<file path="src/rtl/cpu_pkg.sv">
// Shared CPU definitions: datapath widths, the reset fetch address and the
// fetch-buffer entry layout used by the fetch stage and its instruction FIFO.
package cpu_pkg;

   localparam int PC_W   = 32;
   localparam int INST_W = 32;

   localparam logic [PC_W-1:0] RESET_PC_DEFAULT = 32'h1bc00000;

   // One fetched instruction together with the PC it was fetched from
   typedef struct packed {
      logic [PC_W-1:0]   pc;
      logic [INST_W-1:0] inst;
   } fetch_entry_t;

   // Sequential successor of a fetch address, wrapping at the top of memory
   function automatic logic [PC_W-1:0] next_pc(input logic [PC_W-1:0] pc);
      return pc + PC_W'(4);
   endfunction

   // Word-aligned version of an address (low two bits cleared)
   function automatic logic [PC_W-1:0] word_align(input logic [PC_W-1:0] pc);
      return pc & ~PC_W'(3);
   endfunction

endpackage

</file>
<file path="src/rtl/inst_fifo.sv">
// Small synchronous FIFO holding fetched {pc, inst} entries between the
// instruction SRAM response and decode. Flush empties it in one cycle and
// takes priority over a simultaneous write or read. The head entry is read
// straight out of the storage registers.
module inst_fifo
   import cpu_pkg::*;
#(
   parameter int DEPTH = 2
)
(
   input  logic                   clk,
   input  logic                   resetn,
   input  logic                   flush,
   input  logic                   wr_en,
   input  fetch_entry_t           wr_data,
   input  logic                   rd_en,
   output fetch_entry_t           rd_data,
   output logic [$clog2(DEPTH):0] count
);

   localparam int AW = $clog2(DEPTH);
   localparam int CW = AW + 1;

   fetch_entry_t  mem [DEPTH];
   logic [AW-1:0] wr_ptr;
   logic [AW-1:0] rd_ptr;

   // Entry storage: capture the incoming response unless the buffer is being flushed
   always_ff @(posedge clk or negedge resetn) begin
      if (!resetn) begin
         for (int i = 0; i < DEPTH; i++) begin
            mem[i] <= '0;
         end
      end else if (wr_en && !flush) begin
         mem[wr_ptr] <= wr_data;
      end
   end

   // Pointers and occupancy; a write and a read together leave the count unchanged
   always_ff @(posedge clk or negedge resetn) begin
      if (!resetn) begin
         wr_ptr <= '0;
         rd_ptr <= '0;
         count  <= '0;
      end else if (flush) begin
         wr_ptr <= '0;
         rd_ptr <= '0;
         count  <= '0;
      end else begin
         if (wr_en) begin
            wr_ptr <= wr_ptr + AW'(1);
         end
         if (rd_en) begin
            rd_ptr <= rd_ptr + AW'(1);
         end
         case ({wr_en, rd_en})
            2'b10:   count <= count + CW'(1);
            2'b01:   count <= count - CW'(1);
            default: count <= count;
         endcase
      end
   end

   assign rd_data = mem[rd_ptr];

endmodule

</file>
<file path="src/rtl/fetch_stage.sv">
// Instruction fetch stage: keeps the fetch PC, issues one SRAM read per cycle
// while the buffer has room, and queues responses for decode. A branch
// redirect flushes everything and restarts fetching at the target.
// Optional macro FETCH_ADEF_CHECK_EN: misaligned redirect targets are fetched
// (address forced aligned), flagged with fs_adef, and fetching stalls until
// the next redirect. Without it the target is simply word-aligned.
module fetch_stage
   import cpu_pkg::*;
#(
   parameter logic [PC_W-1:0] RESET_PC   = RESET_PC_DEFAULT,
   parameter int              FIFO_DEPTH = 2
)
(
   input  logic              clk,
   input  logic              resetn,
   output logic              inst_sram_en,
   output logic              inst_sram_wen,
   output logic [PC_W-1:0]   inst_sram_addr,
   output logic [INST_W-1:0] inst_sram_wdata,
   input  logic [INST_W-1:0] inst_sram_rdata,
   output logic              fs_valid,
   output logic [PC_W-1:0]   fs_pc,
   output logic [INST_W-1:0] fs_inst,
   input  logic              ds_allow_in,
   input  logic              br_taken,
   input  logic [PC_W-1:0]   br_target,
   output logic              fs_adef
);

   localparam int CW = $clog2(FIFO_DEPTH) + 1;

   logic [PC_W-1:0] pc;
   logic [PC_W-1:0] req_pc;
   logic [PC_W-1:0] load_pc;
   logic            in_flight;
   logic            pop;
   logic            issue;
   logic            resp_wr;
   logic            fetch_block;
   logic [CW-1:0]   fifo_count;
   fetch_entry_t    resp_entry;
   fetch_entry_t    head;

   assign pop = fs_valid & ds_allow_in;

   // Room check counts the buffered entries plus the response still on its way,
   // minus the entry decode takes this cycle, so back-to-back fetch is sustained
   assign issue = ~br_taken & ~fetch_block &
                  ((int'(fifo_count) + int'(in_flight) - int'(pop)) < FIFO_DEPTH);

   assign resp_wr    = in_flight & ~br_taken;
   assign resp_entry = '{pc: req_pc, inst: inst_sram_rdata};

   inst_fifo #(
      .DEPTH   (FIFO_DEPTH)
   ) u_inst_fifo (
      .clk     (clk),
      .resetn  (resetn),
      .flush   (br_taken),
      .wr_en   (resp_wr),
      .wr_data (resp_entry),
      .rd_en   (pop),
      .rd_data (head),
      .count   (fifo_count)
   );

`ifdef FETCH_ADEF_CHECK_EN
   logic adef_stall;

   assign load_pc     = br_target;
   assign fetch_block = adef_stall;
   assign fs_adef     = fs_valid & (head.pc[1:0] != 2'b00);

   // Once a misaligned address has been requested, hold fetching until the next redirect
   always_ff @(posedge clk or negedge resetn) begin
      if (!resetn) begin
         adef_stall <= 1'b0;
      end else if (br_taken) begin
         adef_stall <= 1'b0;
      end else if (issue && (pc[1:0] != 2'b00)) begin
         adef_stall <= 1'b1;
      end
   end
`else
   assign load_pc     = word_align(br_target);
   assign fetch_block = 1'b0;
   assign fs_adef     = 1'b0;
`endif

   // Fetch PC and in-flight tracking; a redirect always wins over sequential advance
   always_ff @(posedge clk or negedge resetn) begin
      if (!resetn) begin
         pc        <= RESET_PC;
         req_pc    <= '0;
         in_flight <= 1'b0;
      end else begin
         in_flight <= issue;
         if (br_taken) begin
            pc <= load_pc;
         end else if (issue) begin
            pc     <= next_pc(pc);
            req_pc <= pc;
         end
      end
   end

   assign inst_sram_en    = resetn & issue;
   assign inst_sram_wen   = 1'b0;
   assign inst_sram_addr  = word_align(pc);
   assign inst_sram_wdata = '0;

   assign fs_valid = (fifo_count != '0);
   assign fs_pc    = head.pc;
   assign fs_inst  = head.inst;

endmodule

</file>
<file path="config.mk">
export PLATFORM = sky130hd
export DESIGN_NAME = fetch_stage
export DESIGN_NICKNAME = d
export VERILOG_FILES = /design/src/rtl/cpu_pkg.sv /design/src/rtl/inst_fifo.sv /design/src/rtl/fetch_stage.sv
export SDC_FILE = /design/constraint.sdc
export NUM_CORES = 1
export LEC_CHECK = 0
export BUFFER_PORTS_ARGS = -buffer_cell sky130_fd_sc_hd__buf_4
export CAP_MARGIN = 20
export CORE_UTILIZATION = 54
export DETAILED_ROUTE_END_ITERATION = 6
export PLACE_DENSITY_LB_ADDON = 0.15
export SLEW_MARGIN = 20
export SYNTH_ARGS = -nofsm -noshare
export SYNTH_HDL_FRONTEND = slang
export SYNTH_SLANG_ARGS = --single-unit
export TNS_END_PERCENT = 10
</file>
<file path="constraint.sdc">
create_clock -name clk -period 2.9 [get_ports clk]
set_input_delay 0.29 -clock clk [delete_from_list [all_inputs] [get_ports clk]]
set_output_delay 0.29 -clock clk [all_outputs]
set_load 0.005 [all_outputs]
</file>
==> After elaboration in Yosys (flattened, before gate mapping) <==
Index checks and enable logic that the tools add are counted.
{ "op_classes": {"addsub": 7, "magnitude_cmp": 4, "eq_ne": 2, "n_mux": 14, "n_bitwise": 7, "reduce_logical": 9} }
{ "ops": {"columns": ["operator", "n"], "rows": [
  ["two-way mux 64 bit", 4],
  ["bitwise mux 128 bit", 1],
  ["demux 64 bit (select 1 bit)", 1],
  ["two-way mux 32 bit", 2],
  ["adder 32 x 3 -> 32 bit (second input constant)", 1],
  ["nonzero test 2 bit", 4],
  ["AND 1 bit", 4],
  ["greater-or-equal comparator 2 bit (second input constant)", 2],
  ["< comparator 4 x 3 -> 1 bit (second input constant)", 1],
  ["two-way mux 1 bit", 4],
  ["NOT 1 -> 2 bit", 2],
  ["one-hot mux 2 bit (2 select lines)", 1],
  ["subtractor 3 x 1 -> 4 bit", 1],
  ["adder 2 x 1 -> 3 bit", 1],
  ["nonzero test 3 bit", 1],
  ["adder 1 bit (second input constant)", 2],
  ["adder 2 x 1 -> 2 bit (second input constant)", 1],
  ["equality test 2 x 1 -> 1 bit (second input constant)", 1],
  ["equality test 2 bit (second input constant)", 1],
  ["logical AND 1 bit", 2],
  ["< comparator 2 x 1 -> 1 bit (second input constant)", 1],
  ["two-way mux 2 bit", 1],
  ["AND reduction 2 bit", 1],
  ["subtractor 2 x 1 -> 2 bit (second input constant)", 1],
  ["2 further kinds", 2]
]} }
{ "word_totals": {"register_bits": 197, "in_bits": 68, "output_inout_bits": 132, "wordCells": 53} }

==> Longest topological paths before layout <==
Gate-level depths: netlist of run 1.
{ "depth": {"word_depth": 7, "mapped_depth": 13, "ltp_nobuf": 10} }

==> By module <==
A second synthesis of run 1 with hierarchy kept.
{ "unflattened": {"hier_cells": 693, "area_unflattened_um2": 9335.2} }
{ "modules_own_cells": {"columns": ["mod", "instances", "cells_per_inst", "area_per_inst_um2", "seq_area_each_um2"], "rows": [
  ["inst_fifo", 1, 360, 6035.8, 3303.2],
  ["fetch_stage", 1, 333, 3299.4, 1534.0]
]} }

==> Least setup slack after synthesis of run 1 <==
OpenSTA, ideal clock, no wires.
{ "synth_path": {"path_type": "register -> output", "start": "reg u_inst_fifo.count[1]", "end": "out inst_sram_en", "t_arrival_ns": 2.357, "required_time_ns": 2.610, "slack_ns": 0.253, "path_stages_with_launch": 14, "path_buffers": 3, "path_cell_list": "dfrtp_1 > inv_1 > nor2_1 > or2_2 > nand2_1 > fa_1 > xnor2_2 > and2_1 > buf_2 > nand2b_1 > clkbuf_2 > buf_4 > inv_1 > and2_1"} }
{ "synth_via": {"elab_chain_cells": 6, "elab_cells_between_ends": 7, "cone_classes": "2 x add/sub; 1 x order compare; 3 x bitwise; 1 x reduce/logical"} }
{ "synth_lines": {"columns": ["element", "line_no", "rtl"], "rows": [
  ["start: declaration", "inst_fifo.sv:18", "output logic [$clog2(DEPTH):0] count"],
  ["start signal: assignment", "inst_fifo.sv:57", "2'b10: count <= count + CW'(1);"],
  ["start signal: assignment", "inst_fifo.sv:58", "2'b01: count <= count - CW'(1);"],
  ["start signal: assignment", "inst_fifo.sv:59", "default: count <= count;"],
  ["parallel branches: the longest is 2 deep, another holds adder 2 x 1 -> 3 bit", null, null],
  ["subtractor 3 x 1 -> 4 bit *", "fetch_stage.sv:49", "((int'(fifo_count) + int'(in_flight) - int'(pop)) < FIFO_DEPTH);"],
  ["< comparator 4 x 3 -> 1 bit *", "fetch_stage.sv:49", null],
  ["AND 1 bit *", "fetch_stage.sv:48", "assign issue = ~br_taken & ~fetch_block &"],
  ["via issue", "fetch_stage.sv:37", "logic issue;"],
  ["AND 1 bit *", "fetch_stage.sv:107", "assign inst_sram_en = resetn & issue;"],
  ["end: declaration", "fetch_stage.sv:16", "output logic inst_sram_en,"]
]} }
Mark *: on every way through the listed nets, which the timed path passes.

==> Worst setup path after layout of run 1 <==
{ "layout_path": {"start": "reg u_inst_fifo.count[0]", "end": "out inst_sram_en"} }
The elaborated chain is that of the path after synthesis.

==> run summary, run 1 <==
Status - completed
Via count - 5472
Max_cap viols - 0
Dpl cells - 1010
Vias per Instance - 5.23
Count of state elements after synthesis - 189
Critical setup path kind - reg -> out
Worst Path Max Fanout - 4
Full die area - 16600 um2
Worst setup margin - 84.8 ps
Core Box Area - 15800 um2
Crit path time final - 2820 ps
Fillers - 1241
Post-synth EDFFs - 0
Synth top area cells - dfrtp_1 53%, mux2_2 28%, buf_4 3.5%
DRC errors left - 0
Final wirelength - 18300 um
Req. time, crit path - 2610 ps
GP Congestion - 0.760
Tcrit/Tclk final - 0.971
Die width - 129 um
Design Area, Final - 10600 um2
GRT overflow - 0
Yosys top cell area share - 0.526
Largest net degree at the start of global routing - 134
Worst hold-check path type - in -> reg
Top cells by count, synth - 218 x mux2_2, 183 x dfrtp_1, 42 x nand2_1, 41 x buf_4, 27 x o21ai_0
Worst path slowest cell - fa_2
Vias in the first global route - 5674
CTS max path bufs - 2
Worst-skew pair later-pin latency - 420 ps
Final setup viols - 0
Rel. slew slack - 0.540
Die height - 129 um
Maximum VDD drop - 0.000446 V
Reg clk slew, reported paths - 60 ps
Hpwl dp - 12200 um
Fin util - 0.672
Worst Path Arrival - 2530 ps
DP Area - 10000 um2
Initial DRC Count - 227
Final hold violation count - 0
Clock sinks - 189
Synth cell types - 36
Fin cells - 1047
Register area share after synthesis - 0.544
Worst Setup Start Kind - register
Clock root cell - clkbuf_16
Dpl ws - 57.8 ps
Fmax - 355 MHz
Worst Tran Pin Value - 690 ps
Drt wl/cell - 17.4 um
# port buffers - 159
Site row count - 46
Largest stage delay, worst path - 610 ps
First-pass GRT wire length - 28900 um
Mapped Avg Cell Area - 13.2 um2
Worst hold margin - 71.5 ps
GRT Total Usage - 0.228
Synth area leader - dfrtp_1
Post-layout power - 9.09 mW
Initial antenna violation count - 0
Top-count cell post-synth - mux2_2
Final Slew Violations - 0
Synth Instances - 660
I/O pin count - 200
Fraction of registers with async set/reset - 1.00
Synthesis-to-layout area growth - 22.2%
Pwr/cell area - 854 nW/um2
Max H-tree Level - 4
Leak Pwr - 4.75 nW
Most used DFF post-synth - dfrtp_1
Total CTS buffers - 17
Delay-heaviest family, CP - simple AND/OR/NAND/NOR gates
RSZ-0062 raised after global routing - true
Cell repeated most along the worst path - and2_1
Antenna Violating Nets Remaining - 0
Final #Nets - 888
Mapped cell area - 8710 um2
Initial Utilization - 0.550
Setup_tns - 0 ps
Worst path buffer plus inverter count - 2
CTS tree - yes
Yosys warns - 0
Antenna cells - 0
Fraction of layout cells with a size suffix above 1 - 0.525
Worst Setup End Kind - primary output
Critical Path, Cell by Cell - nand2b_1 > nor2_2 > or2_2 > nand2_1 > fa_2 > and2_1 > nand2b_2 > inv_1 > and2_1 > buf_4
Clk_skew - 7.38 ps
Drt pass-1 iters - 4
[worst reg2reg max path, stage by stage (launching register included)]
cell and delay (ps):
dfrtp_1 380, nand2b_1 170, nor2_2 130, or2_2 140, nand2_1 80, fa_2 610
buf_4 130, nand3_2 80, or3_4 380, o31a_1 280, o31a_1 270
[cells by family after synthesis]
logic type	Yosys count	synth area share
buffers and inverters	78	0.0535
other	1	0.000431
multiplexers	219	0.283
AO/OA/AOI/OAI	32	0.0201
adder cells (fa/ha/maj)	2	0.00374
AND/OR/NAND/NOR	108	0.0629
XOR/XNOR	31	0.0320
flip-flops	189	0.544
[timing repair]
action / in CTS / in global routing
hold buffers: 1 / 0
endpoints found under the setup margin: 1 / 9
pin swaps: 1 / 3
resized for setup: 0 / 4
setup buffers: 2 / 2
hold endpoints to repair: 56 / 0
[final timing paths]
check	startpoint	endpoint	slack, ps	depth (start not counted)
min in group asynchronous	resetn	u_inst_fifo.mem[86]	400	2
min	br_target[9]	pc[9]	70	3
max	u_inst_fifo.count[0]	inst_sram_en	80	10
max reg2reg	u_inst_fifo.count[0]	pc[31]	130	10
min reg2reg	u_inst_fifo.mem[14]	u_inst_fifo.mem[14]	500	1
max in group asynchronous	resetn	pc[18]	1460	3
[flip-flops by register name, indices dropped and copies added (netlist names)]
name and cells:
u_inst_fifo.mem 124, pc 30, req_pc 30, u_inst_fifo.count 2
in_flight 1, u_inst_fifo.rd_ptr 1, u_inst_fifo.wr_ptr 1
[where the power goes]
part / internal, mW / total, mW / switching, mW
Combinational: 1.75 / 2.68 / 0.924
Sequential: 3.60 / 4.16 / 0.553
Clock: 1.32 / 2.25 / 0.935
[layer usage]
| layer | global-route usage | routed length [um] | vias up |
|---|---|---|---|
| met5 | 0 | 0 | - |
| li1 | - | - | 2555 |
| met1 | 0.274 | 7740 | 2759 |
| met4 | 0.0796 | 249 | 0 |
| met3 | 0.0574 | 1000 | 21 |
| met2 | 0.400 | 9280 | 137 |
[cell usage in the layout (no fill, tap or decap), types with 8 or more instances in the layout]
cell type / Yosys / layout
xor2_1: 11 / 11
nor4_1: 10 / 10
o21ai_0: 27 / 27
nand3_1: 12 / 11
mux2_2: 218 / 218
buf_4: 41 / 171
nor3_1: 9 / 9
conb_1: 1 / 38
dfrtp_1: 183 / 182
clkbuf_1: 18 / 8
clkbuf_16: 0 / 17
nand2_1: 42 / 42
xnor2_1: 19 / 19
[layout make-up]
| cell class | count | area [um2] | area share |
|---|---|---|---|
| Timing Repair Buffer | 177 | 1390 | 0.130 |
| Tap cell | 216 | 270 | 0.0254 |
| Clock buffer | 27 | 483 | 0.0454 |
| Inverter | 3 | 11.3 | 0.00106 |
| Multi-Input combinational cell | 430 | 3660 | 0.345 |
| Clock inverter | 5 | 82.6 | 0.00776 |
| Sequential cell | 189 | 4740 | 0.445 |
(Power assumes the default switching activity.)
==> inputs of run 2 (changes only) <==
--- a/config.mk
+++ b/config.mk
@@ -9,7 +9,7 @@
 export CAP_MARGIN = 20
 export CORE_UTILIZATION = 54
 export DETAILED_ROUTE_END_ITERATION = 6
-export PLACE_DENSITY_LB_ADDON = 0.15
+export PLACE_DENSITY = 0.86
 export SLEW_MARGIN = 20
 export SYNTH_ARGS = -nofsm -noshare
 export SYNTH_HDL_FRONTEND = slang
==> run 2 against run 1 <==
Effect of this change:
- maximum frequency increased by 1.1%
- register-to-register slack better by 110 ps
- core utilization rose by 0.62 points
- hold slack worse by 17 ps
- power is 2.7% higher
- worst setup slack gained 32 ps
- clock skew is 14 ps higher
- count of clock-buffer cells in the layout fell by 5
- clock power grew 11%
- critical path depth increased by 2
- wire length is 3.3% lower
- critical endpoint unchanged
==> run summary, run 2 (same netlist as run 1, synthesis figures left out) <==
Worst R2R Path Depth - 12 (+2)
Worst Setup Start Kind - register
Clk pwr share - 0.268 (+0.020)
Switch Pwr - 2.44 mW (+1.1%)
Cell count along the critical path - 12 (+2)
Setup_tns - 0 ps (unchanged)
DP Area - 10000 um2 (+0.12%)
Leak Pwr - 4.82 nW (+1.3%)
Full die area - 16600 um2 (unchanged)
Drt pass-1 iters - 4 (unchanged)
Worst Tran Pin Value - 689 ps (-1.68 ps)
Largest net degree at the start of global routing - 88 (-34%)
Max reg flops - 124 (unchanged)
Crit path time final - 2780 ps (-31.7 ps)
Worst Path Max Fanout - 4 (unchanged)
Combinational power share - 0.289 (-0.005)
Critical Path, Cell by Cell - nand2b_4 > nor2_4 > or2_4 > nand2_1 > fa_2 > xnor2_2 > buf_4 > and2_4 > nand2b_4 > inv_2 > and2_1 > buf_4
Core Box Area - 15800 um2 (unchanged)
Vias per Instance - 5.29 (+1.3%)
# port buffers - 159 (unchanged)
Hpwl dp - 12200 um (-0.64%)
CTS tree - yes
Fillers - 1138 (-8.3%)
Biggest regs - u_inst_fifo.mem (124), pc (30), req_pc (30)
Rel. slew slack - 0.540 (about the same)
Initial Utilization - 0.550 (unchanged)
GP Congestion - 0.780 (+2.6%)
Drt wl/cell - 16.8 um (-3.6%)
Biggest register - u_inst_fifo.mem
Fraction of layout cells with a size suffix above 1 - 0.538 (+0.0131)
Clock root cell - clkbuf_16
GRT overflow - 0 (unchanged)
Die height - 129 um (unchanged)
Final #Nets - 892 (+0.45%)
RSZ-0062 raised after global routing - false
I/O pin count - 200 (unchanged)
Tcrit/Tclk final - 0.960 (-0.0109)
Commonest cells after routing, fill and taps aside - 218 x mux2_2, 182 x dfrtp_1, 177 x buf_4
Final setup viols - 0 (unchanged)
Antenna Violating Nets Remaining - 0 (unchanged)
GRT Total Usage - 0.224 (-0.00475)
Initial antenna violation count - 0 (unchanged)
DRC errors left - 0 (unchanged)
Clk_skew - 20.9 ps (+13.5 ps)
Critical setup path kind - reg -> out
Antenna cells - 0 (unchanged)
Worst hold-check path type - in -> reg
P_int - 6.89 mW (+3.2%)
Maximum VDD drop - 0.000513 V (+15%)
Design Area, Final - 10700 um2 (+0.93%)
Final wirelength - 17700 um (-3.3%)
Site row count - 46 (unchanged)
Max_cap viols - 0 (unchanged)
Die width - 129 um (unchanged)
Via count - 5563 (+1.7%)
Seq pwr share - 0.443 (-0.015)
Worst path buffer plus inverter count - 3 (+1)
Worst-skew pair later-pin latency - 430 ps (about the same)
Pwr/cell area - 869 nW/um2 (+1.7%)
Largest stage delay, worst path - 390 ps (-220 ps)
Net Sw Frac - 0.261 (-0.00405)
Synthesis-to-layout area growth - 23.3%
Most common cell after layout, fill and taps aside - mux2_2
Clock sinks - 189 (unchanged)
Worst Setup End Kind - primary output
Max H-tree Level - 4 (unchanged)
Delay-heaviest family, CP - simple AND/OR/NAND/NOR gates
Fmax - 359 MHz (+1.1%)
Req. time, crit path - 2610 ps (about the same)
WHS Path Cells - 3 (unchanged)
First-pass GRT wire length - 28500 um (-1.5%)
Initial DRC Count - 259 (+14%)
Total CTS buffers - 17 (unchanged)
Final hold violation count - 0 (unchanged)
Status - completed
Reg clk slew, reported paths - 70 ps (about the same)
CTS max path bufs - 2 (unchanged)
Worst path slowest cell - fa_2
Vias in the first global route - 5666 (-0.14%)
Final Slew Violations - 0 (unchanged)
Worst Path Arrival - 2490 ps (-40 ps)
run 2: cell type report:
| type | instances | area, um2 | share of cell area |
|---|---|---|---|
| sequential | 189 | 4740 | 0.441 |
| multi-input combinational | 430 | 3680 | 0.343 |
| timing repair buffer | 181 | 1390 | 0.130 |
| clock buffer | 22 | 484 | 0.0451 |
| tap | 216 | 270 | 0.0252 |
| clock inverter | 10 | 160 | 0.0149 |
| inverter | 3 | 11.3 | 0.00105 |
run 2: what timing repair did:
item,CTS,global route
hold endpoints to repair,76,0
pin swaps,2,3
buffers inserted,1,2
gates cloned,0,0
gates resized for setup,5,4
endpoints found under the setup margin,1,1
hold buffers,1,0
run 2: worst paths after layout:
kind	slack [ps]	end	from
setup / recovery	120	inst_sram_en	u_inst_fifo.count[0]
hold / removal	50	pc[15]	br_target[15]
setup reg to reg	240	pc[23]	u_inst_fifo.count[0]
hold reg to reg	500	u_inst_fifo.mem[19]	u_inst_fifo.mem[19]
max in group asynchronous	1550	pc[22]	resetn
min in group asynchronous	470	pc[30]	resetn
run 2: tightest hold or removal path: stages:
cell and delay, ps:
buf_4 70, nand2_1 40, o21ai_0 50
run 2: metal layers:
metal,global-route usage,part of all wire,vias up
li1,-,-,2567
met1,0.281,0.43,2815
met2,0.373,0.49,162
met3,0.0582,0.062,19
met4,0.0851,0.016,0
met5,0,0,-
run 2: per-stage QoR:
stage	power (mW)	setup WS (ps)	utilization	hold WS, ps	std cells
2_1_floorplan	5.64	253	-	-5.59	697
3_3_place_gp	6.72	215	0.634	372	1015
3_5_place_dp	6.87	129	0.634	367	1015
4_1_cts	9.40	20.9	0.676	51.0	1049
5_1_grt	9.85	3.32	0.678	72.1	1051
6_report	9.33	116	0.678	54.6	1051
run 2: power by group through the flow:
stage / Combinational (mW) / Sequential, mW / Clock, mW
CTS: 2.73 / 4.13 / 2.54
global placement: 2.61 / 4.12 / 0
finish: 2.70 / 4.13 / 2.50
floorplan: 1.64 / 4.00 / 0
global route: 2.94 / 4.25 / 2.66
detailed placement: 2.70 / 4.17 / 0
==> inputs of run 3 (changes only) <==
--- a/config.mk
+++ b/config.mk
@@ -10,6 +10,7 @@
 export CORE_UTILIZATION = 54
 export DETAILED_ROUTE_END_ITERATION = 6
 export PLACE_DENSITY = 0.86
+export SETUP_SLACK_MARGIN = 0.4
 export SLEW_MARGIN = 20
 export SYNTH_ARGS = -nofsm -noshare
 export SYNTH_HDL_FRONTEND = slang
==> run 3 against run 2 <==
Effect of this change:
- first-iteration DRC count increased by 7.7%
- flip-flop and latch count unchanged
- via count increased by 0.38%
- sequential power about the same
- wire length increased by 4.6%
- non-clock buffer count increased by 2
- clock power decreased by 2%
- sequential share of layout area decreased by 0.40 points
==> run summary, run 3 (same netlist as run 1, synthesis figures left out) <==
Met1 Use GR - 0.289 (+0.00851)
Most used routing layer - met2
Commonest cells after routing, fill and taps aside - 218 x mux2_2, 181 x dfrtp_1, 174 x buf_4
Reg clk slew, reported paths - 70 ps (about the same)
Die height - 129 um (unchanged)
Final #Nets - 894 (+0.22%)
First-pass GRT wire length - 29300 um (+3.0%)
Worst hold-check path type - in -> reg
Fin util - 0.685 (+0.00640)
Biggest regs - u_inst_fifo.mem (124), pc (30), req_pc (30)
Fmax - 386 MHz (+7.4%)
Final Slew Violations - 0 (unchanged)
Tcrit/Tclk final - 0.894 (-0.0660)
Worst Path Arrival - 2300 ps (-190 ps)
Critical Path, Cell by Cell - nand2b_4 > nor2_4 > or2_4 > nand2_2 > fa_2 > xnor2_4 > and2_4 > nand2b_4 > inv_2 > and2_4 > buf_6
Final setup viols - 0 (unchanged)
Req. time, crit path - 2610 ps (about the same)
Total CTS buffers - 17 (unchanged)
Worst-skew pair later-pin latency - 430 ps (about the same)
Setup_tns - 0 ps (unchanged)
Worst path buffer plus inverter count - 2 (-1)
Leak Pwr - 4.85 nW (+0.78%)
Fillers - 1154 (+1.4%)
GRT Total Usage - 0.231 (+0.00760)
Initial DRC Count - 279 (+7.7%)
Synthesis-to-layout area growth - 24.5%
# port buffers - 159 (unchanged)
Maximum VDD drop - 0.000478 V (-6.8%)
GP Congestion - 0.745 (-4.5%)
Antenna cells - 0 (unchanged)
FF+latch area - 4740 um2 (about the same)
Initial antenna violation count - 0 (unchanged)
Post-layout power - 9.33 mW (about the same)
CTS tree - yes
Core Box Area - 15800 um2 (unchanged)
Biggest register - u_inst_fifo.mem
Largest net degree at the start of global routing - 92 (+4.5%)
Fraction of layout cells with a size suffix above 1 - 0.547 (+0.00947)
GRT met3 Usage - 0.0607 (+0.00249)
Worst Path Max Fanout - 3 (-1)
Worst Setup Start Kind - register
Most common cell after layout, fill and taps aside - mux2_2
Die width - 129 um (unchanged)
Full die area - 16600 um2 (unchanged)
Site row count - 46 (unchanged)
Vias in the first global route - 5706 (+0.71%)
GRT overflow - 0 (unchanged)
Pwr/cell area - 861 nW/um2 (-0.90%)
Drt wl/cell - 17.5 um (+4.4%)
Critical setup path kind - reg -> out
Clock root cell - clkbuf_16
Worst setup margin - 308 ps (+191 ps)
Drt pass-1 iters - 5 (+1)
RSZ-0062 raised after global routing - true
Largest stage delay, worst path - 390 ps (about the same)
Area of the multi-input gates - 3730 um2 (+1.3%)
Max reg flops - 124 (unchanged)
Dpl ws - 229 ps (+99.9 ps)
Vias per Instance - 5.30 (+0.19%)
Met2 global-route usage - 0.386 (+0.0130)
I/O pin count - 200 (unchanged)
CTS max path bufs - 2 (unchanged)
Max_cap viols - 0 (unchanged)
Final hold violation count - 0 (unchanged)
Clk_skew - 9.08 ps (-11.8 ps)
Antenna Violating Nets Remaining - 0 (unchanged)
Max H-tree Level - 4 (unchanged)
Crit path time final - 2590 ps (-191 ps)
Worst path slowest cell - dfrtp_1
DRC errors left - 0 (unchanged)
Initial Utilization - 0.550 (unchanged)
Status - completed
Clock sinks - 189 (unchanged)
Hpwl dp - 12000 um (-1.4%)
Worst Setup End Kind - primary output
Delay-heaviest family, CP - simple AND/OR/NAND/NOR gates
Via count - 5584 (+0.38%)
Final wirelength - 18500 um (+4.6%)
-- run 3: path summary, 6_finish.rpt --
path | start | to | slack [ps] | cells after the start
worst max-delay path | u_inst_fifo.count[0] | inst_sram_en | 310 | 11
worst min-delay path | br_target[18] | pc[18] | 70 | 3
worst max register to register | u_inst_fifo.count[0] | pc[30] | 320 | 11
worst min register to register | u_inst_fifo.mem[35] | u_inst_fifo.mem[35] | 500 | 1
max in group asynchronous | resetn | pc[23] | 1970 | 3
min in group asynchronous | resetn | u_inst_fifo.mem[82] | 480 | 3
-- run 3: area by class of cell --
class,instances,share of cell area
clock inverter,14,0.0175
inverter,3,0.00104
clock buffer,18,0.0405
tap,216,0.0249
timing repair buffer,183,0.135
multi-input combinational,430,0.344
sequential,189,0.437
-- run 3: where the power goes --
| part | internal, mW | switching (mW) | total (mW) |
|---|---|---|---|
| clock | 1.47 | 0.992 | 2.46 |
| sequential | 3.60 | 0.559 | 4.16 |
| combinational | 1.77 | 0.940 | 2.71 |
-- run 3: worst min-delay path: stages --
cell and delay, ps:
buf_4 70, nand2_1 40, o21ai_0 50
-- run 3: metal layers --
metal / routed length [um] / vias to the layer above / part of all wire
met5: 0 / - / 0
met1: 7830 / 2816 / 0.42
met3: 1220 / 21 / 0.066
met4: 261 / 0 / 0.014
met2: 9170 / 176 / 0.50
li1: - / 2571 / -
-- run 3: what timing repair did --
item                       4_1_cts  5_1_grt
hold buffers                     2        0
gates resized for setup          8        5
hold endpoints to repair        65        0
gates cloned                     0        0
pin swaps                        7        2
setup endpoints to repair       32       40
buffers inserted                 8        1
-- run 3: per-stage QoR --
stage | instance area (um2) | instances | hold slack [ps]
2_1_floorplan | 8870 | 697 | -5.59
3_3_place_gp | 10000 | 1010 | 326
3_5_place_dp | 10000 | 1010 | 329
4_1_cts | 10800 | 1052 | 53.7
5_1_grt | 10800 | 1053 | 71.6
6_report | 10800 | 1053 | 65.2
